--- src/rtl/display_pkg.sv ---
// Shared types and constants for the 7-segment scan scheduler.
// Glyphs are active-low with segments a..g on bits [0]..[6].
package display_pkg;

  localparam int NUM_DIGITS = 4;

  typedef logic [1:0] state_t;

  localparam state_t ST_IDLE  = 2'd0;
  localparam state_t ST_BLANK = 2'd1;
  localparam state_t ST_DRIVE = 2'd2;

  localparam logic [6:0] SEG_OFF = 7'h7F;
  localparam logic [3:0] AN_OFF  = 4'hF;

  localparam logic [6:0] GLYPH_0 = 7'h40;
  localparam logic [6:0] GLYPH_1 = 7'h79;
  localparam logic [6:0] GLYPH_2 = 7'h24;
  localparam logic [6:0] GLYPH_3 = 7'h30;
  localparam logic [6:0] GLYPH_4 = 7'h19;
  localparam logic [6:0] GLYPH_5 = 7'h12;
  localparam logic [6:0] GLYPH_6 = 7'h02;
  localparam logic [6:0] GLYPH_7 = 7'h78;
  localparam logic [6:0] GLYPH_8 = 7'h00;
  localparam logic [6:0] GLYPH_9 = 7'h10;
  localparam logic [6:0] GLYPH_A = 7'h08;
  localparam logic [6:0] GLYPH_B = 7'h03;
  localparam logic [6:0] GLYPH_C = 7'h46;
  localparam logic [6:0] GLYPH_D = 7'h21;
  localparam logic [6:0] GLYPH_E = 7'h06;
  localparam logic [6:0] GLYPH_F = 7'h0E;

endpackage

--- src/rtl/display_scan_if.sv ---
// Frame load handshake between the BCD producer and the scan scheduler.
// The master offers digits_in/load_valid; the slave returns load_ready.
interface display_scan_if;
  import display_pkg::*;

  logic                      load_valid;
  logic                      load_ready;
  logic [4*NUM_DIGITS-1:0]   digits_in;

  modport master (
    output load_valid,
    output digits_in,
    input  load_ready
  );

  modport slave (
    input  load_valid,
    input  digits_in,
    output load_ready
  );
endinterface

--- src/rtl/display_scan_scheduler_hex.sv ---
// hex_to_7seg_ca: nibble to active-low common-anode glyph decoder.
// Full hex set: values above 9 render as A b C d E F.
module hex_to_7seg_ca
  import display_pkg::*;
(
  input  logic [3:0] nib,
  output logic [6:0] glyph
);
  always_comb begin
    glyph = SEG_OFF;
    unique case (nib)
      4'h0: glyph = GLYPH_0;
      4'h1: glyph = GLYPH_1;
      4'h2: glyph = GLYPH_2;
      4'h3: glyph = GLYPH_3;
      4'h4: glyph = GLYPH_4;
      4'h5: glyph = GLYPH_5;
      4'h6: glyph = GLYPH_6;
      4'h7: glyph = GLYPH_7;
      4'h8: glyph = GLYPH_8;
      4'h9: glyph = GLYPH_9;
      4'hA: glyph = GLYPH_A;
      4'hB: glyph = GLYPH_B;
      4'hC: glyph = GLYPH_C;
      4'hD: glyph = GLYPH_D;
      4'hE: glyph = GLYPH_E;
      4'hF: glyph = GLYPH_F;
    endcase
  end
endmodule

--- src/rtl/display_scan_scheduler.sv ---
// Double-buffered 4-digit scan controller with dead-time blanking.
// Define LEADING_ZERO_BLANK_EN to blank leading zero digits.
module display_scan_scheduler
  import display_pkg::*;
#(
  parameter int F_CLK_HZ     = 50_000_000,
  parameter int REFRESH_HZ   = 4000,
  parameter int BLANK_CYCLES = 64
) (
  input  logic           clk,
  input  logic           rst,
  input  logic           en,
  display_scan_if.slave  ld,
  output logic [6:0]     seg,
  output logic [3:0]     an,
  output logic [1:0]     digit_idx,
  output logic           frame_start
);
  localparam int SLOT = F_CLK_HZ / REFRESH_HZ;
  localparam int CW   = $clog2(SLOT);
  localparam logic [CW-1:0] BLANK_END = CW'(BLANK_CYCLES - 1);
  localparam logic [CW-1:0] SLOT_END  = CW'(SLOT - 1);

  state_t        state;
  state_t        state_n;
  logic [CW-1:0] cnt;
  logic [CW-1:0] cnt_n;
  logic [1:0]    idx_n;
  logic          wrap;
  logic [15:0]   active;
  logic [15:0]   pend_buf;
  logic          pending;
  logic          xfer;
  logic [3:0]    nib;
  logic [6:0]    glyph;
  logic          lz;

  // IDLE drains pending itself, so the producer is never stalled there
  assign ld.load_ready = (state == ST_IDLE) | ~pending;
  assign xfer = ld.load_valid & ld.load_ready;

  always_comb begin
    state_n = state;
    cnt_n   = cnt;
    idx_n   = digit_idx;
    wrap    = 1'b0;
    if (!en) begin
      state_n = ST_IDLE;
      cnt_n   = '0;
      idx_n   = '0;
    end else begin
      case (state)
        ST_IDLE: begin
          state_n = ST_BLANK;
          cnt_n   = '0;
          idx_n   = '0;
          wrap    = 1'b1;
        end
        ST_BLANK: begin
          cnt_n = cnt + 1'b1;
          if (cnt == BLANK_END)
            state_n = ST_DRIVE;
        end
        ST_DRIVE: begin
          if (cnt == SLOT_END) begin
            state_n = ST_BLANK;
            cnt_n   = '0;
            idx_n   = digit_idx + 2'd1;
            wrap    = (digit_idx == 2'd3);
          end else begin
            cnt_n = cnt + 1'b1;
          end
        end
        default: begin
          state_n = ST_IDLE;
          cnt_n   = '0;
          idx_n   = '0;
        end
      endcase
    end
  end

  always_comb begin
    nib = active[3:0];
    unique case (digit_idx)
      2'd0: nib = active[3:0];
      2'd1: nib = active[7:4];
      2'd2: nib = active[11:8];
      2'd3: nib = active[15:12];
    endcase
  end

`ifdef LEADING_ZERO_BLANK_EN
  always_comb begin
    lz = 1'b0;
    unique case (digit_idx)
      2'd3: lz = (active[15:12] == 4'h0);
      2'd2: lz = (active[15:8] == 8'h00);
      2'd1: lz = (active[15:4] == 12'h000);
      2'd0: lz = 1'b0;
    endcase
  end
`else
  assign lz = 1'b0;
`endif

  hex_to_7seg_ca u_hex (
    .nib   (nib),
    .glyph (glyph)
  );

  always_ff @(posedge clk or posedge rst) begin
    if (rst) begin
      active   <= '0;
      pend_buf <= '0;
      pending  <= 1'b0;
    end else if (state == ST_IDLE) begin
      if (xfer)
        active <= ld.digits_in;
      else if (pending)
        active <= pend_buf;
      pending <= 1'b0;
    end else begin
      if (wrap && pending) begin
        active  <= pend_buf;
        pending <= 1'b0;
      end
      if (xfer) begin
        pend_buf <= ld.digits_in;
        pending  <= 1'b1;
      end
    end
  end

  always_ff @(posedge clk or posedge rst) begin
    if (rst) begin
      state       <= ST_IDLE;
      cnt         <= '0;
      digit_idx   <= '0;
      frame_start <= 1'b0;
      seg         <= SEG_OFF;
      an          <= AN_OFF;
    end else begin
      state       <= state_n;
      cnt         <= cnt_n;
      digit_idx   <= idx_n;
      frame_start <= wrap;
      if (en && state == ST_DRIVE) begin
        an  <= ~(4'b0001 << digit_idx);
        seg <= lz ? SEG_OFF : glyph;
      end else begin
        an  <= AN_OFF;
        seg <= SEG_OFF;
      end
    end
  end
endmodule

--- src/flat_wrapper.sv ---
// flat-port wrapper written by rule: the top's interface ports become plain ports
module display_scan_scheduler_flat import display_pkg::*;
#(
  parameter int F_CLK_HZ     = 50_000_000,
  parameter int REFRESH_HZ   = 4000,
  parameter int BLANK_CYCLES = 64
)
  (clk, rst, en, seg, an, digit_idx, frame_start, ld_load_valid, ld_digits_in, ld_load_ready);
  display_scan_if ld_i ();
  input  logic clk;
  input  logic rst;
  input  logic en;
  output logic [6:0] seg;
  output logic [3:0] an;
  output logic [1:0] digit_idx;
  output logic frame_start;
  input wire logic [$bits(ld_i.load_valid)-1:0] ld_load_valid;
  input wire logic [$bits(ld_i.digits_in)-1:0] ld_digits_in;
  output wire logic [$bits(ld_i.load_ready)-1:0] ld_load_ready;
  assign ld_i.load_valid = ld_load_valid;
  assign ld_i.digits_in = ld_digits_in;
  assign ld_load_ready = ld_i.load_ready;
  display_scan_scheduler #(.F_CLK_HZ(F_CLK_HZ), .REFRESH_HZ(REFRESH_HZ), .BLANK_CYCLES(BLANK_CYCLES)) u_core (.clk(clk), .rst(rst), .en(en), .ld(ld_i), .seg(seg), .an(an), .digit_idx(digit_idx), .frame_start(frame_start));
endmodule
--- config.mk ---
export PLATFORM = sky130hd
export DESIGN_NAME = display_scan_scheduler_flat
export DESIGN_NICKNAME = d
export VERILOG_FILES = /design/src/rtl/display_pkg.sv /design/src/rtl/display_scan_if.sv /design/src/rtl/display_scan_scheduler_hex.sv /design/src/rtl/display_scan_scheduler.sv /design/src/flat_wrapper.sv
export SDC_FILE = /design/constraint.sdc
export NUM_CORES = 1
export LEC_CHECK = 0
export ABC_AREA = 0
export CAP_MARGIN = 5
export CORE_MARGIN = 2
export CORE_UTILIZATION = 60
export DETAILED_ROUTE_END_ITERATION = 10
export DONT_BUFFER_PORTS = 1
export GPL_ROUTABILITY_DRIVEN = 0
export PLACE_DENSITY = 0.74
export SYNTH_ARGS = -nofsm -noshare
export SYNTH_HDL_FRONTEND = slang
export SYNTH_SLANG_ARGS = --single-unit
--- constraint.sdc ---
create_clock -name clk -period 2.65 [get_ports clk]
set_input_delay 0.265 -clock clk [delete_from_list [all_inputs] [get_ports clk]]
set_output_delay 0.265 -clock clk [all_outputs]
set_load 0.02 [all_outputs]
==> results.md, run 1 <==
- Synth Cell Area: 3130 um^2
- Layout cells sized above 1: 0.247
- M1 GR Usage: 0.288
- Chip width: approximately 76 um
- Power per cell area: ~1100 nW/um^2
- Pint: ~2400 uW
- Grt met2 use: 0.373
- Number of flops mapped to enable cells by yosys: 0
- Post-route antenna net violation count: 0
- Fin area: ~3500 um^2
- Initial Util: 0.616
- Synth Warn #: 0
- Final worst slack: 0.168 ns
- Total gr overflow: 0
- Kind of critical path: flip-flop to flip-flop
- Logic pwr share: 0.378
- Layout Nets: 318
- Register clock-pin slew on the reported worst setup and hold paths: 0.07 ns
- Slew @ Worst Pin: around 0.75 ns
- Setup TNS: 0 ns
- Crit path cell chain: ha_1, or3b_2, or4_4, o21bai_4, a21boi_4, buf_4, a2bb2oi_1
- NetSw: 1290 uW
- Largest net degree at the start of global routing: 36
- Sw Share: 0.346
- H-tree lvl count: 3
- Hold slack: about 0.051 ns
- Commonest cells after routing, fill and taps aside: dfrtp_1 (51), nor2_1 (19), nand2_1 (18)
- Post-synth net total: around 310
- Synth Register Bits: 63
- CP Data Required Time: between 2 and 3 ns
- Max stage delay cell, worst path: or4_4
- Clock Latency Late Sink: approximately 0.34 ns
- RSZ-0062 raised after global routing: no
- # clock sinks: 63
- Post-layout minimum cycle time: approximately 2.5 ns
- ANT cells: 0
- Sequential area share after synthesis: 0.508
- Crit-path max cell delay: approximately 0.48 ns
- Placed cells: 340
- Fin cells: 357
- Clock Skews: about 0.0066 ns
- Drt total wl: 6.05 mm
- Leakage power: 0.00143 uW
- DRT iter0 DRCs: around 130
- Tot GR Track Use: 0.228
- Vias in the first global route: roughly 2200
- Num rows: 26
- Root buf cell: clkbuf_8
- Critical path fanouts, max: 16
- Longest Clk Path Bufs: 2
- DP Area: 3260 um^2
- CTS tree: done
- Commonest non-fill, non-tap cell in the layout: dfrtp_1
- Antenna violations before repair: 0
- Max-cap violations: 0
- Busiest grt layer: met2
- DP HPWL: between 4 and 5 mm
- Final setup fails: 0
- Die Ht: about 76 um
- Num CTS Buffers: 9
- Routed vias/inst: roughly 6.0
- Cells after Synth: ~270
- Average size of a mapped cell: roughly 12 um^2
- Crit share post-route: 0.936
- Worst slew margin: 0.485
- DR vias: 2154
- Status: finished, final reports clean
- Flop pwr share: 0.401
- Prevailing post-synth register cell: dfrtp_1
- Iteration count of the initial detailed-routing pass: 4
- IO Pins: 35
- Met3 Usage GRT: 0.0675
- Global-route wire length before repair: around 11 mm
- Hold Path Class: input port to flip-flop
- Top cell family by delay on the critical path: simple AND/OR/NAND/NOR gates
- Asr flop ratio synth: 1.00
- Final Hold Fails: 0
- WL per Instance: 17.0 um
- Core outline area: about 5100 um^2
- Max frequency: 403 MHz
- Crit. End Element: flip-flop
- Clock Power Share: 0.221
- Worst Path Buf+Inv: 1
- Drt drc: 0
- Netlist cell types: between 40 and 50
- Final slew viol count: 0
- Post-CTS setup buffers: 0
- Peak supply drop: roughly 0.56 mV
- Port bufs: 0
- Layout area overhead: 10.7%
- Worst setup SP type: flip-flop
- WP data arrival: 2.74 ns
- Die area: roughly 5800 um^2
- Place WS: roughly 0.17 ns
[cell families after synthesis]
group / after synthesis / share of synthesized area
simple gates: 70 / 0.114
compound gates: 66 / 0.178
flops: 63 / 0.508
buf+inv: 22 / 0.0320
mux: 19 / 0.0676
fa+ha+maj: 16 / 0.0640
xor+xnor: 13 / 0.0364
[power groups by stage]
stage / clock [uW] / sequential [uW] / combinational, uW
after CTS: 837 / 1490 / 1400
after floorplan: 0 / 1440 / 1130
after global placement: 0 / 1490 / 1340
final: 821 / 1490 / 1410
after detailed placement: 0 / 1500 / 1400
after global routing: 881 / 1520 / 1560
[flip-flops by register name, summed over array words and instances, names as in the netlist]
signal / cells
u_core.pend_buf: 16
u_core.seg: 7
u_core.frame_start: 1
u_core.cnt: 14
u_core.active: 16
u_core.an: 4
u_core.state: 2
u_core.pending: 1
u_core.digit_idx: 2
[path summary, 6_finish.rpt]
check                                     end  cells past startpoint                from  slack (ns)
max                         u_core.active[14]                      7       u_core.cnt[0]        0.17
min reg2reg                u_core.pend_buf[6]                      1  u_core.pend_buf[6]        0.51
min in group asynchronous  u_core.pend_buf[5]                      2                 rst        0.46
max reg2reg                 u_core.active[14]                      7       u_core.cnt[0]        0.17
min                           u_core.state[0]                      1                  en        0.05
max in group asynchronous        u_core.an[2]                      3                 rst        1.53
[Yosys cell counts, types with 3 or more instances]
library cell	instances	area share
nor2b_1	3	0.0060
dfrtp_1	52	0.42
dfstp_2	11	0.092
nand2_1	18	0.022
a2bb2oi_2	10	0.048
o22ai_1	17	0.034
a222oi_1	3	0.0096
clkbuf_1	6	0.0072
o21ai_0	9	0.014
inv_1	12	0.014
and2_1	3	0.0060
xor2_1	9	0.025
ha_1	16	0.064
a21oi_1	5	0.0080
nand3_1	10	0.016
a31oi_1	4	0.0080
nor2_1	19	0.023
a2bb2oi_1	5	0.014
xnor2_1	4	0.011
mux2_2	17	0.061
[area by class of cell]
type	count	area (um^2)
clock buffers	12	145
inverters	12	45.0
repair buffers	12	105
fillers	384	1610
flip-flops and latches	63	1590
well taps	70	87.6
clock inverters	4	45.0
multi-input cells	184	1440
[per-layer routing]
layer  vias to the layer above  part of all wire
li1                       1015                 -
met2                        57              0.48
met3                        13             0.044
met5                         -                 0
met1                      1069              0.46
met4                         0             0.018
[metrics by stage]
stage,util,total power (uW)
after floorplan,-,2580
after global placement,0.642,2830
after detailed placement,0.642,2910
after CTS,0.681,3730
after global routing,0.682,3960
final,0.682,3720
[repair_timing]
item                       in CTS  in global routing
hold buffers                    1                  0
setup endpoints to repair       0                  1
gates resized for setup         0                  3
hold endpoints to repair       26                  0
(Power assumes the default switching activity.)
==> run 2, diff against run 1 <==
--- a/config.mk
+++ b/config.mk
@@ -15,4 +15,5 @@
 export PLACE_DENSITY = 0.74
 export SYNTH_ARGS = -nofsm -noshare
 export SYNTH_HDL_FRONTEND = slang
+export SYNTH_HIERARCHICAL = 1
 export SYNTH_SLANG_ARGS = --single-unit
==> run 2 against run 1 <==
Net effect: flip-flop and latch count unchanged; maximum frequency fell by 3.8%; worst setup slack lost 0.097 ns; die area up 15%.
==> results.md, run 2 <==
- Status: finished, final reports clean
- Layout cells sized above 1: 0.192
- Port bufs: 0
- Post-synth top area share: 0.359
- Largest regs: u_core/active: 16 flops, u_core/pend_buf: 16 flops, u_core/cnt: 14 flops
- Netlist cell types: 45
- Chip width: about 80 um
- Synth Register Bits: 63
- DR vias: around 2700
- Synth Warn #: 6
- Peak supply drop: 0.533 mV
- Crit path from: u_core/digit_idx[0]
- Post-synth net total: just under 400
- ANT cells: 0
- Prevailing post-synth register cell: dfrtp_1
- DRT iter0 DRCs: 189
- Crit. End Element: flip-flop
- Tot GR Track Use: 0.243
- CP Data Required Time: 2.92 ns
- Final Hold Fails: 0
- Num rows: 28
- Clock Latency Late Sink: ~0.33 ns
- Kind of critical path: flip-flop to flip-flop
- Core outline area: 5890 um^2
- Post-layout minimum cycle time: between 2 and 3 ns
- Max stage delay cell, worst path: a222oi_1
- Area contributors post-synth: dfrtp_1 (36%), dfstp_2 (8.0%), mux2i_1 (6.6%), ha_1 (5.5%), mux2_2 (5.3%)
- Worst setup SP type: flip-flop
- Max-cap violations: 0
- Slew @ Worst Pin: between 1 and 1.5 ns
- H-tree lvl count: 3
- WL per Instance: about 17 um
- Synth Cell Area: approximately 3600 um^2
- Crit share post-route: 0.973
- Average size of a mapped cell: roughly 10 um^2
- Root buf cell: clkbuf_8
- Global-route wire length before repair: around 12 mm
- DP HPWL: between 5 and 6 mm
- R2r startpoint: u_core/digit_idx[0]
- Worst Path Buf+Inv: 2
- Layout Nets: between 300 and 400
- Hold Path Class: input port to flip-flop
- Iteration count of the initial detailed-routing pass: 5
- Routed vias/inst: 6.14
- Asr flop ratio synth: 1.00
- Die Ht: slightly above 80 um
- Total gr overflow: 0
- Worst slew margin: 0.208
- Drt total wl: 7.59 mm
- Synth area leader: dfrtp_1
- WP data arrival: ~2.9 ns
- Clock Skews: ~0.011 ns
- Final setup fails: 0
- Cells after Synth: 350
- RSZ-0062 raised after global routing: no
- Hold_sp: en
- Register clock-pin slew on the reported worst setup and hold paths: roughly 0.07 ns
- DP Area: approximately 3700 um^2
- Layout area overhead: 8.66%
- Final slew viol count: 0
- Leakage power: approximately 0.0016 uW
- Longest Clk Path Bufs: 2
- CTS tree: done
- Crit path cell chain: inv_1, ha_1, a222oi_1, mux2i_2, inv_2, ha_1, and2b_2, or3b_1, o21ai_0, nand2b_1
- Max frequency: 388 MHz
- Number of flops mapped to enable cells by yosys: 0
- Antenna violations before repair: 0
- Initial Util: 0.616
- Critical path fanouts, max: 6
- Largest net degree at the start of global routing: 36
- Crit-path max cell delay: 0.43 ns
- Setup TNS: 0 ns
- Final Core Density: 0.669
- Top cell family by delay on the critical path: simple AND/OR/NAND/NOR gates
- Synth top cells by count: dfrtp_1 (52), mux2i_1 (24), nor2_1 (24)
- Sequential area share after synthesis: 0.439
- Drt drc: 0
- Post-route antenna net violation count: 0
- Num CTS Buffers: 9
- Commonest cells after routing, fill and taps aside: dfrtp_1 (51), nor2_1 (24), mux2i_1 (22)
- IO Pins: 35
- Fin area: just under 4000 um^2
- Die area: ~6700 um^2
- # clock sinks: 63
- Commonest non-fill, non-tap cell in the layout: dfrtp_1
- Critical path's most frequent cell: ha_1
- Count leader, synth: dfrtp_1
- Vias in the first global route: ~2600
- Power per cell area: 692 nW/um^2
==> run 2: layout make-up <==
| class | count | area (um^2) |
|---|---|---|
| flip-flops and latches | 63 | 1590 |
| well taps | 75 | 93.8 |
| inverters | 15 | 56.3 |
| multi-input cells | 247 | 1880 |
| clock inverters | 1 | 5.00 |
| clock buffers | 15 | 176 |
| fillers | 451 | 1950 |
| repair buffers | 18 | 138 |
==> run 2: worst paths after layout <==
path / to / slack, ns / depth (start not counted)
max: u_core/seg[0] / 0.07 / 10
min: u_core/state[0] / 0.05 / 1
max reg2reg: u_core/seg[0] / 0.07 / 10
min reg2reg: u_core/active[1] / 0.52 / 2
max in group asynchronous: u_core/seg[3] / 1.53 / 3
min in group asynchronous: u_core/pend_buf[13] / 0.37 / 2
==> run 2: timing repair <==
item | CTS | global route
endpoints found under the hold margin | 17 | 0
endpoints found under the setup margin | 1 | 2
resized for setup | 1 | 6
pin swaps | 0 | 2
hold buffers | 1 | 0
setup buffers | 0 | 3
==> run 2: worst register-to-register path, cell delays in order (launching register included) <==
cell and delay, ns:
dfrtp_2 0.41, inv_1 0.11, ha_1 0.28, a222oi_1 0.43, mux2i_2 0.20, inv_2 0.12
ha_1 0.20, and2b_2 0.23, or3b_1 0.36, o21ai_0 0.06, nand2b_1 0.12
==> run 2: logic make-up after synthesis <==
kind of cell | after synthesis | synth area share
simple gates | 91 | 0.134
compound gates | 88 | 0.172
flops | 63 | 0.439
mux | 42 | 0.126
buf+inv | 40 | 0.0497
fa+ha+maj | 16 | 0.0552
xor+xnor | 10 | 0.0242
==> run 2: per-stage QoR <==
stage | std cells | hold WS [ns] | total power [uW] | setup WS, ns
6_report | 434 | 0.0538 | 2730 | 0.0714
5_1_grt | 434 | 0.0400 | 2890 | 0.00715
2_1_floorplan | 350 | 0.387 | 1790 | 0.0422
3_3_place_gp | 414 | 0.162 | 1910 | 0.0947
3_5_place_dp | 414 | 0.156 | 1940 | -0.0748
4_1_cts | 431 | 0.0452 | 2700 | 0.00481
==> run 2: where the power goes <==
group	internal [uW]	leakage, uW	switching (uW)
combinational	360	0.000728	347
clock	416	0.0000937	344
sequential	1130	0.000770	132
==> run 2: per-layer routing <==
metal,track usage,wire length (um),vias up
met4,0.0950,123,0
met3,0.0714,507,12
li1,-,-,1286
met2,0.366,3640,91
met1,0.330,3330,1277
met5,0,0,-
==> run 3, diff against run 2 <==
--- a/config.mk
+++ b/config.mk
@@ -11,8 +11,9 @@
 export CORE_UTILIZATION = 60
 export DETAILED_ROUTE_END_ITERATION = 10
 export DONT_BUFFER_PORTS = 1
-export GPL_ROUTABILITY_DRIVEN = 0
+export GPL_ROUTABILITY_DRIVEN = 1
 export PLACE_DENSITY = 0.74
+export RECOVER_POWER = 100
 export SYNTH_ARGS = -nofsm -noshare
 export SYNTH_HDL_FRONTEND = slang
 export SYNTH_HIERARCHICAL = 1
==> run 3 against run 2 <==
Net effect: critical endpoint unchanged; clock power about the same; sequential share of layout area increased by 0.19 points; worst setup slack improved by 0.0017 ns; maximum frequency about the same.
==> results.md, run 3 (same netlist as run 2, synthesis figures left out) <==
- H-tree lvl count: 3
- Status: finished, final reports clean
- Num CTS Buffers: 9
- Slew @ Worst Pin: around 1.1 ns
- Area of the multi-input gates: roughly 1900 um^2
- Drt drc: 0
- Final slew viol count: 0
- Total gr overflow: 0
- Commonest cells after routing, fill and taps aside: dfrtp_1 (51), nor2_1 (24), mux2i_1 (22)
- IO Pins: 35
- NetSw: about 820 uW
- DRT iter0 DRCs: between 150 and 200
- DP HPWL: about 5 mm
- Crit path cell chain: inv_1, ha_1, a222oi_1, mux2i_2, inv_2, ha_1, and2b_2, or3b_1, o21ai_0, nand2b_1
- Commonest non-fill, non-tap cell in the layout: dfrtp_1
- Worst Path Buf+Inv: 2
- Sw Share: 0.301
- Met2 wire length: around 3.6 mm
- Met3 Wirelength: around 430 um
- # clock sinks: between 60 and 70
- ANT cells: 0
- Clock Skews: approximately 0.013 ns
- Kind of critical path: flip-flop to flip-flop
- Sequential standard cell area: ~1600 um^2
- Register clock-pin slew on the reported worst setup and hold paths: about 0.070 ns
- WL per Instance: about 17 um
- Tot GR Track Use: 0.243
- Largest net degree at the start of global routing: 36
- Max frequency: between 300 and 400 MHz
- Logic pwr share: 0.257
- Initial Util: 0.616
- GP Congestion: a little over 0.9
- DP Area: roughly 3700 um^2
- Longest Clk Path Bufs: 2
- Crit share post-route: 0.972
- Hold Path Class: input port to flip-flop
- WP data arrival: approximately 2.9 ns
- Post-route antenna net violation count: 0
- Antenna violations before repair: 0
- Num rows: 28
- Routed vias/inst: 6.14
- CP Data Required Time: a little under 3 ns
- Top cell family by delay on the critical path: simple AND/OR/NAND/NOR gates
- Critical path fanouts, max: 6
- Drt total wl: 7.59 mm
- Final Core Density: 0.666
- Leakage power: 0.00156 uW
- Port bufs: 0
- Vias in the first global route: ~2600
- Fill count: about 450
- Power per cell area: 694 nW/um^2
- Crit path from: u_core/digit_idx[0]
- DR vias: 2666
- Layout area overhead: 8.14%
- RSZ-0062 raised after global routing: no
- Critical path's most frequent cell: ha_1
- Chip width: slightly above 80 um
- Crit-path max cell delay: ~0.44 ns
- Worst setup SP type: flip-flop
- Iteration count of the initial detailed-routing pass: 5
- Global-route wire length before repair: about 12 mm
- Die area: around 6700 um^2
- Layout Nets: 390
- Fin area: between 3000 and 4000 um^2
- Final Hold Fails: 0
- Crit. End Element: flip-flop
- Core outline area: just under 6000 um^2
- Root buf cell: clkbuf_8
- Max layer used: met4
- Clock Power Share: 0.280
- Post-layout minimum cycle time: approximately 2.6 ns
- CTS tree: done
- R2r startpoint: u_core/digit_idx[0]
- Final setup fails: 0
- Worst slew margin: 0.235
- Flop pwr share: 0.463
- Peak supply drop: between 0.5 and 0.6 mV
- Max stage delay cell, worst path: a222oi_1
- DRT met1 WL: between 3 and 4 mm
- Clock Latency Late Sink: 0.33 ns
- Hold_sp: en
- Largest regs: u_core/active: 16 flops, u_core/pend_buf: 16 flops, u_core/cnt: 14 flops
- Die Ht: 81.7 um
- Layout cells sized above 1: 0.148
- Max-cap violations: 0
- Pint: about 1900 uW
-- run 3: final timing paths --
path | cells past startpoint | slack [ns] | to
min in group asynchronous | 2 | 0.49 | u_core/pend_buf[13]
max in group asynchronous | 3 | 0.81 | u_core/digit_idx[0]
worst min register to register | 2 | 0.52 | u_core/active[3]
worst max-delay path | 10 | 0.07 | u_core/seg[0]
worst min-delay path | 1 | 0.06 | u_core/state[0]
worst max register to register | 10 | 0.07 | u_core/seg[0]
-- run 3: final cells by class --
type,count,area share
timing repair buffer,18,0.0316
clock buffer,15,0.0450
inverter,15,0.0144
sequential,63,0.406
multi-input combinational,247,0.478
tap,75,0.0239
clock inverter,1,0.00128
-- run 3: worst reg2reg max path, cell delays in order (launching register included) --
cell and delay [ns]:
dfrtp_2 0.41, inv_1 0.10, ha_1 0.27, a222oi_1 0.44
mux2i_2 0.21, inv_2 0.12, ha_1 0.19, and2b_2 0.23
or3b_1 0.36, o21ai_0 0.06, nand2b_1 0.12
-- run 3: timing repair --
action,in CTS,in global routing
pin swaps,0,2
endpoints found under the hold margin,17,0
gates resized for setup,1,6
buffers inserted,0,3
setup endpoints to repair,1,2
hold buffers,1,0
cloned,0,0
-- run 3: layer usage --
layer,vias up,track usage
met3,8,0.0714
met1,1280,0.330
li1,1279,-
met5,-,0
met4,0,0.0950
met2,99,0.366
-- run 3: per-stage QoR --
stage	instances	power [uW]	hold WS, ns	worst slack [ns]	TNS (ns)
after floorplan	350	1790	0.387	0.0422	0
after global placement	414	1910	0.162	0.0947	0
after detailed placement	414	1940	0.156	-0.0748	-0.0748
after CTS	431	2700	0.0452	0.00481	0
after global routing	434	2880	0.0402	0.00718	0
final	434	2720	0.0553	0.0732	0
-- run 3: power by group through the flow --
stage / Clock [uW] / Sequential [uW] / Combinational [uW]
6_report: 761 / 1260 / 700
5_1_grt: 827 / 1280 / 774
4_1_cts: 775 / 1260 / 671
3_5_place_dp: 0 / 1280 / 663
3_3_place_gp: 0 / 1270 / 638
2_1_floorplan: 0 / 1230 / 557
